## config.mk

```make
export PLATFORM = sky130hd
export DESIGN_NAME = pipeline_4_writeback
export DESIGN_NICKNAME = d
export VERILOG_FILES = /design/src/rtl/pipeline_pkg.sv /design/src/rtl/pipeline_4_writeback_wait_timer.sv /design/src/rtl/pipeline_4_writeback.sv
export SDC_FILE = /design/constraint.sdc
export NUM_CORES = 1
export LEC_CHECK = 0
export CAP_MARGIN = 40
export CORE_MARGIN = 2
export CORE_UTILIZATION = 40
export CTS_BUF_LIST = sky130_fd_sc_hd__clkbuf_16
export DETAILED_ROUTE_END_ITERATION = 16
export PLACE_DENSITY_LB_ADDON = 0.3
export SLEW_MARGIN = 20
export SYNTH_ARGS = -nofsm -noshare
export SYNTH_HDL_FRONTEND = slang
export SYNTH_SLANG_ARGS = --single-unit
```

## constraint.sdc

```tcl
create_clock -name clk -period 2.6 [get_ports clk]
set_input_delay 0.26 -clock clk [delete_from_list [all_inputs] [get_ports clk]]
set_output_delay 0.26 -clock clk [all_outputs]
set_load 0.01 [all_outputs]
```

## src/rtl/pipeline_pkg.sv

```systemverilog
// Shared definitions for the writeback stage: control/type bit positions,
// the link register number and the writeback FSM state type.
package pipeline_pkg;

    localparam int CTRL_LOADS_BIT    = 8;
    localparam int CTRL_REGWRITE_BIT = 9;

    localparam int ITYPE_BL_BIT  = 2;
    localparam int ITYPE_BLX_BIT = 4;

    localparam logic [2:0] LINK_REG = 3'd7;

    typedef enum logic [1:0] {
        IDLE     = 2'd0,
        EXEC     = 2'd1,
        WAIT_MEM = 2'd2
    } wb_state_t;

    // True when the instruction type writes the return address to the link register.
    function automatic logic is_link_type(input logic [5:0] itype);
        return itype[ITYPE_BL_BIT] | itype[ITYPE_BLX_BIT];
    endfunction

endpackage

```

## src/rtl/pipeline_4_writeback_wait_timer.sv

```systemverilog
// Saturating stall-cycle counter for loads waiting on memory.
// timeout is asserted during the stalled cycle whose count step reaches LIMIT,
// so the owner can drop the load on that same edge.
module wb_wait_timer #(
    parameter int LIMIT = 15,
    parameter int CNT_W = 4
) (
    input  logic clk,
    input  logic rst,
    input  logic clr,
    input  logic en,
    output logic timeout
);

    localparam logic [CNT_W-1:0] LIMIT_C = CNT_W'(LIMIT);
    localparam logic [CNT_W-1:0] LAST_C  = CNT_W'(LIMIT - 1);

    logic [CNT_W-1:0] count_q;
    logic [CNT_W-1:0] count_d;

    // Next count: clear wins, otherwise step while enabled and not yet saturated.
    always_comb begin
        count_d = count_q;
        if (clr) begin
            count_d = '0;
        end else if (en && (count_q != LIMIT_C)) begin
            count_d = count_q + 1'b1;
        end
    end

    // Count register.
    always_ff @(posedge clk) begin
        if (rst) begin
            count_q <= '0;
        end else begin
            count_q <= count_d;
        end
    end

    // Independent of clr so the owner's completion logic has no combinational loop.
    assign timeout = en && (count_q >= LAST_C);

endmodule

```

## src/rtl/pipeline_4_writeback.sv

```systemverilog
// Writeback stage: captures a retiring instruction and drives the single
// register-file write port. Loads stall the pipeline until mem_ready or a
// bounded timeout (which drops the load and sets the sticky mem_err flag).
// Optional bypass outputs are enabled with the macro WB_FORWARD_EN.
module pipeline_4_writeback
    import pipeline_pkg::*;
#(
    parameter int MEM_TIMEOUT = 15,
    parameter int CNT_W       = 4
) (
    input  logic        clk,
    input  logic        rst,
    input  logic        update,
    input  logic [21:0] control_in,
    input  logic [2:0]  num_Rd_in,
    input  logic [5:0]  inst_type_in,
    input  logic [15:0] alu_result_in,
    input  logic [15:0] link_in,
    input  logic [15:0] mem_data,
    input  logic        mem_ready,
    output logic        stall,
    output logic        w_en,
    output logic [2:0]  w_num,
    output logic [15:0] w_data,
    output logic        mem_err,
    output logic        fwd_valid,
    output logic [2:0]  fwd_num,
    output logic [15:0] fwd_data
);

    wb_state_t   state_q;
    wb_state_t   state_d;

    logic        loads_q;
    logic        regwrite_q;
    logic        link_sel_q;
    logic [2:0]  rd_q;
    logic [15:0] alu_q;
    logic [7:0]  link_q;

    logic        mem_err_q;
    logic        mem_err_d;

    logic        capture;
    logic        complete;
    logic        timed_out;

    // Control and type bits not consumed by this stage.
    logic        unused_bits;
    assign unused_bits = ^{control_in[21:10], control_in[7:0],
                           inst_type_in[5], inst_type_in[3], inst_type_in[1:0],
                           link_in[15:8]};

    // Upstream must hold while a load is still waiting for data.
    assign stall   = (state_q == WAIT_MEM) && !mem_ready;
    assign capture = update && !stall;

    // A non-load retires in its first cycle; a load on data arrival or timeout.
    assign complete = (state_q == EXEC) ||
                      ((state_q == WAIT_MEM) && (mem_ready || timed_out));

    wb_wait_timer #(
        .LIMIT (MEM_TIMEOUT),
        .CNT_W (CNT_W)
    ) u_wait_timer (
        .clk     (clk),
        .rst     (rst),
        .clr     (capture || complete),
        .en      (stall),
        .timeout (timed_out)
    );

    // State register.
    always_ff @(posedge clk) begin
        if (rst) begin
            state_q <= IDLE;
        end else begin
            state_q <= state_d;
        end
    end

    // Next state: completion returns to IDLE unless a new instruction is captured on the same edge.
    always_comb begin
        state_d = state_q;
        if (complete) begin
            state_d = IDLE;
        end
        if (capture) begin
            state_d = control_in[CTRL_LOADS_BIT] ? WAIT_MEM : EXEC;
        end
    end

    // Stage registers: only the fields the write port needs are kept.
    always_ff @(posedge clk) begin
        if (rst) begin
            loads_q    <= 1'b0;
            regwrite_q <= 1'b0;
            link_sel_q <= 1'b0;
            rd_q       <= '0;
            alu_q      <= '0;
            link_q     <= '0;
        end else if (capture) begin
            loads_q    <= control_in[CTRL_LOADS_BIT];
            regwrite_q <= control_in[CTRL_REGWRITE_BIT];
            link_sel_q <= is_link_type(inst_type_in);
            rd_q       <= num_Rd_in;
            alu_q      <= alu_result_in;
            link_q     <= link_in[7:0];
        end
    end

    // Sticky memory error: set when a load is dropped on timeout.
    always_comb begin
        mem_err_d = mem_err_q;
        if ((state_q == WAIT_MEM) && timed_out && !mem_ready) begin
            mem_err_d = 1'b1;
        end
    end

    // Memory error register, cleared only by reset.
    always_ff @(posedge clk) begin
        if (rst) begin
            mem_err_q <= 1'b0;
        end else begin
            mem_err_q <= mem_err_d;
        end
    end

    assign mem_err = mem_err_q;

    // Write port: link writes take priority over the ALU result; loads write memory data.
    always_comb begin
        w_en   = 1'b0;
        w_num  = '0;
        w_data = '0;
        case (state_q)
            EXEC: begin
                if (regwrite_q && !loads_q) begin
                    w_en = 1'b1;
                    if (link_sel_q) begin
                        w_num  = LINK_REG;
                        w_data = {8'h00, link_q};
                    end else begin
                        w_num  = rd_q;
                        w_data = alu_q;
                    end
                end
            end
            WAIT_MEM: begin
                if (mem_ready && regwrite_q) begin
                    w_en   = 1'b1;
                    w_num  = rd_q;
                    w_data = mem_data;
                end
            end
            default: begin
            end
        endcase
    end

`ifdef WB_FORWARD_EN
    // Bypass mirrors the write port so the read stage sees the value this cycle.
    assign fwd_valid = w_en;
    assign fwd_num   = w_num;
    assign fwd_data  = w_data;
`else
    assign fwd_valid = 1'b0;
    assign fwd_num   = 3'd0;
    assign fwd_data  = 16'd0;
`endif

endmodule
```

==> out/results.tsv, run 1 <==
metric	value	unit
initial drt markers	117	
min-delay src	alu_q[8]$_SDFFE_PP0P_	
Crit Reg-Reg Endpoint	u_wait_timer.count_q[1]$_SDFFE_PP0P_	
DR WL/cell	13.2	um
H-tree level count	2	
slew margin rel.	63.8	%
CTS Sinks	37	
via-per-instance ratio	5.06	
clk slew on worst S/H paths	0.05	ns
Yosys cell types	38	
Final ANT Viol Nets	0	
Detailed Place HPWL	3260	um
max frequency	0.410	GHz
max cap viols	0	
largest net degree at the start of global routing	38	
Worst Tran Pin Value	0.542	ns
Worst setup endpoint	w_data[2]	
synthesized area	2020	sq um
DIE HEIGHT	75.1	um
Setup Skew	0.00228	ns
Final Cell Area	2800	sq um
syn_area_per_cell	8.52	sq um
# setup viols final	0	
synthesized instance count	237	
post-CTS setup buffers	0	
total gr overflow	0	
crit path from	state_q[0]$_SDFFE_PP0P_	
HP Class	reg -> reg	
clk buf depth	2	
vias in the first global route	1638	
global-route wire length before repair	7600	um
RSZ-0062 raised after global routing	no	
fin crit share	93.8	%
Initial Utilization	42.2	%
setup TNS	0	ns
io pins	125	
critical path launch point type	flop	
Setup CP Type	reg -> out	
# DRC	0	
Peak VDD IR	327	uV
most frequent cells in the layout	72 x clkdlybuf4s50_1, 37 x dfxtp_1, 34 x a21oi_1	
layout net count	387	
cts hold-fix bufs	0	
WP data arrival	2.18	ns
status	completed	
register area share after synthesis	36.7	%
PwrDens	489	nW/um^2
R2R depth	7	
DP Area	2660	sq um
crit path max fanout	8	
register bit total from synthesis	37	
reg-to-reg startpoint	state_q[0]$_SDFFE_PP0P_	
leading cell type in the layout, fill and taps excluded	clkdlybuf4s50_1	
CP required	2.34	ns
final hold violations	0	
post-CTS sizing	0	
share of layout cells above drive strength 1	6.67	%
GPL Wtd Cong	0.816	
CTS tree	done	
WL final	4860	um
gr usage total	17.4	%
antenna violations before repair	0	
leakage power	1.02	nW
clk root buf	clkbuf_16	
first drt pass iteration count	4	
FP Rows	25	
r2r setup slk	1.00	ns
vias	1858	
Area Growth Syn to Fin	38.4	%
die area	5630	sq um
die width	75.1	um
Slew Viols, Final	0	
Clock Latency Late Sink	0.27	ns
CTS Buf Count	5	
core area	4790	sq um
endpoint type of the worst setup path	output port	
n_diodes	0	
IO buf count	72	
min Tclk post-route	2.44	ns
Yosys warnings	0	
worst max-delay path, stage by stage, from the launching register on:
cell and delay (ns):
dfxtp_1 0.33, inv_1 0.06, ha_1 0.29, nand4bb_1 0.28, buf_4 0.24, o2bb2ai_1 0.16
clkdlybuf4s50_1 0.56
registers in the layout, summed over array words and instances (netlist names):
register and cells:
alu_q 16, link_q 8, u_wait_timer.count_q 4, rd_q 3, state_q 2, link_sel_q 1
loads_q 1, mem_err 1, regwrite_q 1
worst min-delay path by stage:
| stage | end | slack, ns | depth (start not counted) |
|---|---|---|---|
| global route | link_q[7]$_SDFFE_PP0P_ | 0.50 | 2 |
| CTS | alu_q[8]$_SDFFE_PP0P_ | 0.47 | 2 |
| finish | alu_q[8]$_SDFFE_PP0P_ | 0.47 | 2 |
| detailed placement | alu_q[8]$_SDFFE_PP0P_ | 0.47 | 2 |
| global placement | link_q[2]$_SDFFE_PP0P_ | 0.46 | 2 |
| floorplan | state_q[0]$_SDFFE_PP0P_ | 0.38 | 1 |
synth_stat cells:
library cell	number	share of area [%]
a311oi_1	1	0.43
a41oi_1	1	0.43
buf_6	2	1.1
o32ai_1	2	0.87
buf_2	8	2.0
inv_2	1	0.19
o2bb2ai_1	8	3.5
nor2_1	5	0.93
buf_8	2	1.5
nor3_1	1	0.25
o21ba_2	1	0.50
o21ai_1	6	1.5
a21oi_1	34	8.4
mux2i_1	8	4.0
clkbuf_2	1	0.25
a21o_1	1	0.37
nand2_1	3	0.56
conb_1	1	0.19
a22o_1	8	3.5
nor2_2	1	0.31
o21ai_0	23	5.7
a31oi_4	1	1.1
nand3_1	31	7.7
inv_1	4	0.74
buf_4	21	7.8
and4b_1	1	0.50
o211ai_1	1	0.37
dfxtp_1	37	37
nand4bb_1	1	0.56
nor4_2	1	0.62
nand2b_1	3	0.93
o21a_1	3	1.1
ha_1	4	2.5
inv_4	1	0.31
buf_1	1	0.19
nor2_4	1	0.56
clkbuf_1	7	1.3
a311oi_2	1	0.74
metrics by stage:
stage	hold slack (ns)	util (%)	power, W	cells	setup WS [ns]
after floorplan	0.377	-	0.000762	256	0.956
after global placement	0.460	55.6	0.000834	360	0.451
after detailed placement	0.467	55.6	0.000837	360	0.438
after CTS	0.474	58.4	0.00138	367	0.147
after global routing	0.498	58.4	0.00143	367	0.0515
final	0.469	58.4	0.00137	367	0.162
report_power, final:
part | switching, W | leakage (nW) | internal (W)
clock | 0.000199 | 0.0685 | 0.000342
sequential | 0.0000156 | 0.304 | 0.000599
combinational | 0.0000987 | 0.648 | 0.000112
total | 0.000313 | 1.02 | 0.00105
kinds of logic after synthesis:
logic type / after synthesis / share of synthesized area, %
flops: 37 / 36.7
compound gates: 91 / 28.4
buf+inv: 48 / 15.4
other cells: 1 / 0.186
simple gates: 48 / 12.9
mux: 8 / 3.97
fa+ha+maj: 4 / 2.48
per-layer routing:
metal	global-route usage, %	up-vias	share of wire (%)
met3	3.21	2	6.3
met2	28.5	61	49
met5	0	-	0
met4	4.17	0	0.25
li1	-	936	-
met1	23.6	859	44
final cells by class:
class	instances	area [sq um]
flip-flops and latches	37	741
multi-input cells	171	1040
repair buffers	79	773
clock buffers	5	125
fillers	456	1990
clock inverters	2	7.51
inverters	6	25.0
well taps	67	83.8
No activity file was read; power rests on OpenSTA's default activity.
==> inputs of run 2 (changes only) <==
--- a/config.mk
+++ b/config.mk
@@ -5,9 +5,10 @@
 export SDC_FILE = /design/constraint.sdc
 export NUM_CORES = 1
 export LEC_CHECK = 0
+export ABC_AREA = 1
 export CAP_MARGIN = 40
 export CORE_MARGIN = 2
-export CORE_UTILIZATION = 40
+export CORE_UTILIZATION = 39
 export CTS_BUF_LIST = sky130_fd_sc_hd__clkbuf_16
 export DETAILED_ROUTE_END_ITERATION = 16
 export PLACE_DENSITY_LB_ADDON = 0.3
==> run 2 against run 1 <==
Sequential cell count is the same. Worst setup slack gained 0.028 ns. Sequential share of layout area shrank 0.35 points. Final cell count grew 16%. Clock power grew 41%. Via count grew 2.9%. Worst hold slack lost 0.027 ns. Critical path depth grew 1. Global-route usage shrank 0.58 points. Wire length shrank 6.8%. Clock-buffer cell count is the same. Critical endpoint is now w_data[8]. Highest routed layer unchanged.
==> out/results.tsv, run 2 <==
metric	value	unit	change
min-delay src	alu_q[4]$_SDFFE_PP0P_		was alu_q[8]$_SDFFE_PP0P_
clk slew on worst S/H paths	0.06	ns	was 0.05 ns
Slew Viols, Final	0		unchanged
CTS tree	done		unchanged
most frequent cells in the layout	72 x clkdlybuf4s50_1, 56 x nand2_1, 44 x nor2_1		was 72 x clkdlybuf4s50_1, 37 x dfxtp_1, 34 x a21oi_1
Yosys warnings	0		unchanged
gr usage total	16.8	%	was 17.4%
count leader, synth	nand2_1		was dfxtp_1
fin crit share	92.7	%	was 93.8%
max cap viols	0		unchanged
endpoint type of the worst setup path	output port		unchanged
Area Growth Syn to Fin	46.3	%	was 38.4%
DIE HEIGHT	74.5	um	was 75.1 um
share of layout cells above drive strength 1	5.32	%	was 6.67%
area of the multi-input gates	973	sq um	was 1040 sq um
Synth area leader	dfxtp_1		unchanged
layout net count	443		was 387
max frequency	0.415	GHz	was 0.410 GHz
clk root buf	clkbuf_16		unchanged
min Tclk post-route	2.41	ns	was 2.44 ns
Comb pwr share	13.5	%	was 15.4%
reg-to-reg startpoint	state_q[0]$_SDFFE_PP0P_		unchanged
RSZ-0062 raised after global routing	no		unchanged
GPL Wtd Cong	0.754		was 0.816
EDFF count, synth	0		unchanged
register area share after synthesis	38.3	%	was 36.7%
CP required	2.34	ns	about the same
register bit total from synthesis	37		unchanged
FP Rows	25		unchanged
IO buf count	72		unchanged
leakage power	1.11	nW	was 1.02 nW
Peak VDD IR	449	uV	was 327 uV
DR WL/cell	10.7	um	was 13.2 um
critical path launch point type	flop		unchanged
post-CTS setup buffers	0		unchanged
Post-synth top flop	dfxtp_1		unchanged
Yosys cell types	21		was 38
vias in the first global route	1711		was 1,638
biggest regs	alu_q (16), link_q (8), u_wait_timer.count_q (4)		unchanged
leading cell type in the layout, fill and taps excluded	clkdlybuf4s50_1		unchanged
pre-CTS WS	0.223	ns	was 0.438 ns
H-tree level count	2		unchanged
Final ANT Viol Nets	0		unchanged
die width	74.5	um	was 75.1 um
Seq pwr share	38.8	%	was 45.0%
Initial Utilization	40.7	%	was 42.2%
clk buf depth	2		unchanged
synthesized instance count	287		was 237
# DRC	0		unchanged
crit path from	state_q[1]$_SDFFE_PP0P_		was state_q[0]$_SDFFE_PP0P_
vias	1912		was 1,858
Sw Share	21.4	%	was 23.0%
max reg flops	16		unchanged
WL final	4530	um	was 4860 um
Worst Tran Pin Value	0.673	ns	was 0.542 ns
final hold violations	0		unchanged
status	completed		unchanged
n_diodes	0		unchanged
CTS Buf Count	5		unchanged
HP Class	reg -> reg		unchanged
# setup viols final	0		unchanged
cts hold-fix bufs	0		unchanged
Setup CP Type	reg -> out		unchanged
Final WS setup	0.190	ns	was 0.162 ns
Synth top area share	38.3	%	was 36.7%
met2 global-route usage	29.9	%	was 28.5%
synthesized area	1940	sq um	was 2020 sq um
Setup Skew	0.00353	ns	was 0.00228 ns
Global Route met3 Usage	3.39	%	was 3.21%
io pins	125		unchanged
die area	5540	sq um	was 5630 sq um
most instantiated cells after synthesis	56 x nand2_1, 44 x nor2_1, 38 x o21ai_0		was 37 x dfxtp_1, 34 x a21oi_1, 31 x nand3_1
WP data arrival	2.15	ns	was 2.18 ns
syn_area_per_cell	6.74	sq um	was 8.52 sq um
global-route wire length before repair	7310	um	was 7600 um
crit path max fanout	8		unchanged
busiest grt layer	met2		unchanged
antenna violations before repair	0		unchanged
PwrDens	566	nW/um^2	was 489 nW/um^2
register area	741	sq um	unchanged
Final Power	0.00160	W	was 0.00137 W
via-per-instance ratio	4.51		was 5.06
total gr overflow	0		unchanged
setup TNS	0	ns	unchanged
first drt pass iteration count	4		unchanged
internal power	0.00126	W	was 0.00105 W
top cells by area, synth	dfxtp_1 38%, nand2_1 11%, o21ai_0 9.8%		was dfxtp_1 37%, a21oi_1 8.4%, buf_4 7.8%
Most flops, register	alu_q		unchanged
CTS Sinks	37		unchanged
Switch Pwr	0.000343	W	was 0.000313 W
met1 Use GR	20.2	%	was 23.6%
initial drt markers	110		was 117
clock group share of total power	47.7	%	was 39.6%
Finished Core Util	59.6	%	was 58.4%
slew margin rel.	55.1	%	was 63.8%
largest net degree at the start of global routing	42		was 38
Detailed Place HPWL	3410	um	was 3260 um
core area	4750	sq um	was 4790 sq um
FFs w/ async S/R, synth	0	%	unchanged
Layout fillers	468		was 456
Clock Latency Late Sink	0.27	ns	about the same
## run 2: layer usage
layer	wire [um]	share of wire [%]
met2	2180	48
met3	285	6.3
met1	1990	44
met5	0	0
met4	65	1.4
## run 2: worst paths after layout
kind              slack [ns]  cells past startpoint                              endpoint
setup reg to reg        0.78                      8  u_wait_timer.count_q[0]$_SDFFE_PP0P_
hold reg to reg         0.44                      2                 alu_q[4]$_SDFFE_PP0P_
setup / recovery        0.19                      7                             w_data[8]
hold / removal          0.44                      2                 alu_q[4]$_SDFFE_PP0P_
## run 2: cells by family after synthesis
| logic type | count (synthesis) | synth area share [%] |
|---|---|---|
| adder cells (fa/ha/maj) | 4 | 2.59 |
| buffers and inverters | 57 | 15.4 |
| flip-flops | 37 | 38.3 |
| AND/OR/NAND/NOR | 114 | 23.8 |
| XOR/XNOR | 1 | 0.453 |
| AO/OA/AOI/OAI | 73 | 19.3 |
| other | 1 | 0.194 |
## run 2: power by group through the flow
stage | registers, W | logic, W | clock network, W
after floorplan | 0.000630 | 0.000136 | 0
after global placement | 0.000633 | 0.000214 | 0
after detailed placement | 0.000635 | 0.000217 | 0
after CTS | 0.000623 | 0.000219 | 0.000777
after global routing | 0.000628 | 0.000247 | 0.000798
final | 0.000623 | 0.000217 | 0.000764
## run 2: through the flow
| stage | instance area, sq um | std cells | hold slack (ns) |
|---|---|---|---|
| 6_report | 2830 | 424 | 0.443 |
| 4_1_cts | 2830 | 424 | 0.447 |
| 5_1_grt | 2830 | 424 | 0.472 |
| 3_5_place_dp | 2640 | 416 | 0.438 |
| 3_3_place_gp | 2640 | 416 | 0.432 |
| 2_1_floorplan | 2010 | 306 | 0.329 |
## run 2: timing repair
| item | CTS | global route |
|---|---|---|
| resized for setup | 0 | 1 |
| endpoints found under the setup margin | 0 | 1 |
| endpoints found under the hold margin | 0 | 0 |
## run 2: area by class of cell
cell class / count / share of cell area, %
multi-input combinational: 212 / 34.4
inverter: 23 / 3.05
timing repair buffer: 77 / 26.8
sequential: 37 / 26.1
tap: 67 / 2.96
clock buffer: 5 / 4.42
clock inverter: 3 / 2.30
## run 2: critical path, stage by stage, from the launching register on
cell	delay, ns
dfxtp_1	0.32
inv_1	0.05
ha_1	0.14
nand2_1	0.11
nor3_2	0.42
nand2_1	0.13
a21oi_1	0.15
clkdlybuf4s50_1	0.54
==> inputs of run 3 (changes only) <==
--- a/config.mk
+++ b/config.mk
@@ -6,11 +6,12 @@
 export NUM_CORES = 1
 export LEC_CHECK = 0
 export ABC_AREA = 1
-export CAP_MARGIN = 40
+export CAP_MARGIN = 20
 export CORE_MARGIN = 2
-export CORE_UTILIZATION = 39
+export CORE_UTILIZATION = 40
 export CTS_BUF_LIST = sky130_fd_sc_hd__clkbuf_16
 export DETAILED_ROUTE_END_ITERATION = 16
+export DONT_BUFFER_PORTS = 1
 export PLACE_DENSITY_LB_ADDON = 0.3
 export SLEW_MARGIN = 20
 export SYNTH_ARGS = -nofsm -noshare
==> run 3 against run 2 <==
Via count shrank 15%. Sequential share of layout area is 10 points higher. Power shrank 17%. Non-clock buffer count is 74 lower. Sequential cell count unchanged. Register-to-register slack improved by 0.26 ns. Critical path depth decreased by 2. Global-route usage fell by 1.1 points. Maximum frequency is 19% higher. Clock-buffer cell count unchanged. Critical endpoint is now w_num[2].
==> out/results.tsv, run 3 (synthesis results as in run 2) <==
metric	value	unit	change
Clock Latency Late Sink	0.28	ns	was 0.27 ns
max frequency	0.492	GHz	was 0.415 GHz
r2r setup slk	1.04	ns	was 0.78 ns
CP max-delay cell	dfxtp_1		was clkdlybuf4s50_1
clk slew on worst S/H paths	0.05	ns	was 0.06 ns
biggest regs	alu_q (16), link_q (8), u_wait_timer.count_q (4)		unchanged
CP bufs+invs	0		was 2
reg-to-reg startpoint	state_q[0]$_SDFFE_PP0P_		unchanged
Area Growth Syn to Fin	4.59	%	was 46.3%
CP required	2.34	ns	about the same
leakage power	0.809	nW	was 1.11 nW
core area	4690	sq um	was 4750 sq um
total gr overflow	0		unchanged
endpoint type of the worst setup path	output port		unchanged
crit path max fanout	10		was 8
Worst setup endpoint	w_num[2]		was w_data[8]
Detailed Place HPWL	3000	um	was 3410 um
slew margin rel.	45.3	%	was 55.1%
largest net degree at the start of global routing	42		unchanged
post-CTS sizing	0		unchanged
setup TNS	0	ns	unchanged
CTS tree	done		unchanged
area of the multi-input gates	968	sq um	was 973 sq um
# setup viols final	0		unchanged
max cap viols	0		unchanged
n_diodes	0		unchanged
antenna violations before repair	0		unchanged
pre-CTS WS	0.815	ns	was 0.223 ns
PwrDens	657	nW/um^2	was 566 nW/um^2
critical path cell sequence	ha_1 -> nand2_1 -> nor2_2 -> o21bai_1 -> a21oi_1		was inv_1 -> ha_1 -> nand2_1 -> nor3_2 -> nand2_1 -> a21oi_1 -> clkdlybuf4s50_1
# DRC	0		unchanged
Slew Viols, Final	0		unchanged
FP Rows	25		unchanged
RSZ-0062 raised after global routing	no		unchanged
fin crit share	78.2	%	was 92.7%
max reg flops	16		unchanged
cts hold-fix bufs	0		unchanged
Crit Reg-Reg Endpoint	link_q[6]$_SDFFE_PP0P_		was u_wait_timer.count_q[0]$_SDFFE_PP0P_
clk buf depth	2		unchanged
Setup Skew	0.00312	ns	was 0.00353 ns
GPL Wtd Cong	0.807		was 0.754
status	completed		unchanged
CTS Buf Count	5		unchanged
leading cell type in the layout, fill and taps excluded	nand2_1		was clkdlybuf4s50_1
initial drt markers	63		was 110
post-CTS setup buffers	0		unchanged
DIE HEIGHT	73.6	um	was 74.5 um
final hold violations	0		unchanged
first drt pass iteration count	4		unchanged
die width	73.6	um	was 74.5 um
io pins	125		unchanged
vias in the first global route	1344		was 1,711
vias	1633		was 1,912
Worst Tran Pin Value	0.820	ns	was 0.673 ns
CTS Sinks	37		unchanged
via-per-instance ratio	4.85		was 4.51
min Tclk post-route	2.03	ns	was 2.41 ns
cell family with most CP delay	compound AO/OA/AOI/OAI gates		was simple AND/OR/NAND/NOR gates
Initial Utilization	41.3	%	was 40.7%
die area	5410	sq um	was 5540 sq um
layout net count	369		was 443
critical path launch point type	flop		unchanged
Final ANT Viol Nets	0		unchanged
Peak VDD IR	293	uV	was 449 uV
Final WS setup	0.568	ns	was 0.190 ns
Most flops, register	alu_q		unchanged
global-route wire length before repair	6420	um	was 7310 um
HP Class	in -> reg		was reg -> reg
DR WL/cell	12.4	um	was 10.7 um
Setup CP Type	reg -> out		unchanged
share of layout cells above drive strength 1	5.65	%	was 5.32%
clk root buf	clkbuf_16		unchanged
crit-path max cell delay	0.35	ns	was 0.54 ns
Layout fillers	526		was 468
register area	741	sq um	unchanged
R2R depth	8		unchanged
instance count on the critical path	5		was 7
IO buf count	0		was 72
crit path from	state_q[0]$_SDFFE_PP0P_		was state_q[1]$_SDFFE_PP0P_
WL final	4190	um	was 4530 um
most frequent cells in the layout	56 x nand2_1, 44 x nor2_1, 38 x o21ai_0		was 72 x clkdlybuf4s50_1, 56 x nand2_1, 44 x nor2_1
H-tree level count	2		unchanged
WP data arrival	1.77	ns	was 2.15 ns
gr usage total	15.7	%	was 16.8%
==> run 3: power by group <==
group	switching [W]	internal [W]
Combinational	0.0000917	0.0000390
Clock	0.000223	0.000348
Sequential	0.0000224	0.000606
==> run 3: final cells by class <==
type,instances,share of cell area (%)
Clock inverter,3,0.680
Sequential cell,37,36.6
Clock buffer,5,6.18
Multi-Input combinational cell,212,47.8
Tap cell,54,3.34
Timing Repair Buffer,3,1.11
Inverter,23,4.26
==> run 3: worst min path at each step <==
stage,startpoint,end,slack (ns),cells after the start
after detailed placement,rst,mem_err$_SDFFE_PP0P_,0.33,1
final,rst,mem_err$_SDFFE_PP0P_,0.05,1
after global routing,rst,mem_err$_SDFFE_PP0P_,0.05,1
after global placement,rst,mem_err$_SDFFE_PP0P_,0.33,1
after CTS,rst,mem_err$_SDFFE_PP0P_,0.04,1
after floorplan,rst,mem_err$_SDFFE_PP0P_,0.33,1
==> run 3: through the flow <==
step | hold slack [ns] | total power (W) | utilization [%] | cell area (sq um) | std cells
6_report | 0.0467 | 0.00133 | 43.1 | 2020 | 337
4_1_cts | 0.0410 | 0.00135 | 43.1 | 2020 | 337
5_1_grt | 0.0494 | 0.00140 | 43.1 | 2020 | 337
2_1_floorplan | 0.329 | 0.000767 | - | 2010 | 306
3_3_place_gp | 0.331 | 0.000769 | 40.2 | 1890 | 329
3_5_place_dp | 0.335 | 0.000773 | 40.2 | 1890 | 329
==> run 3: metal layers <==
| layer | routed length (um) | global-route usage (%) |
|---|---|---|
| met4 | 54 | 6.26 |
| met1 | 1870 | 19.3 |
| met3 | 295 | 5.49 |
| met5 | 0 | 0 |
| met2 | 1980 | 24.9 |
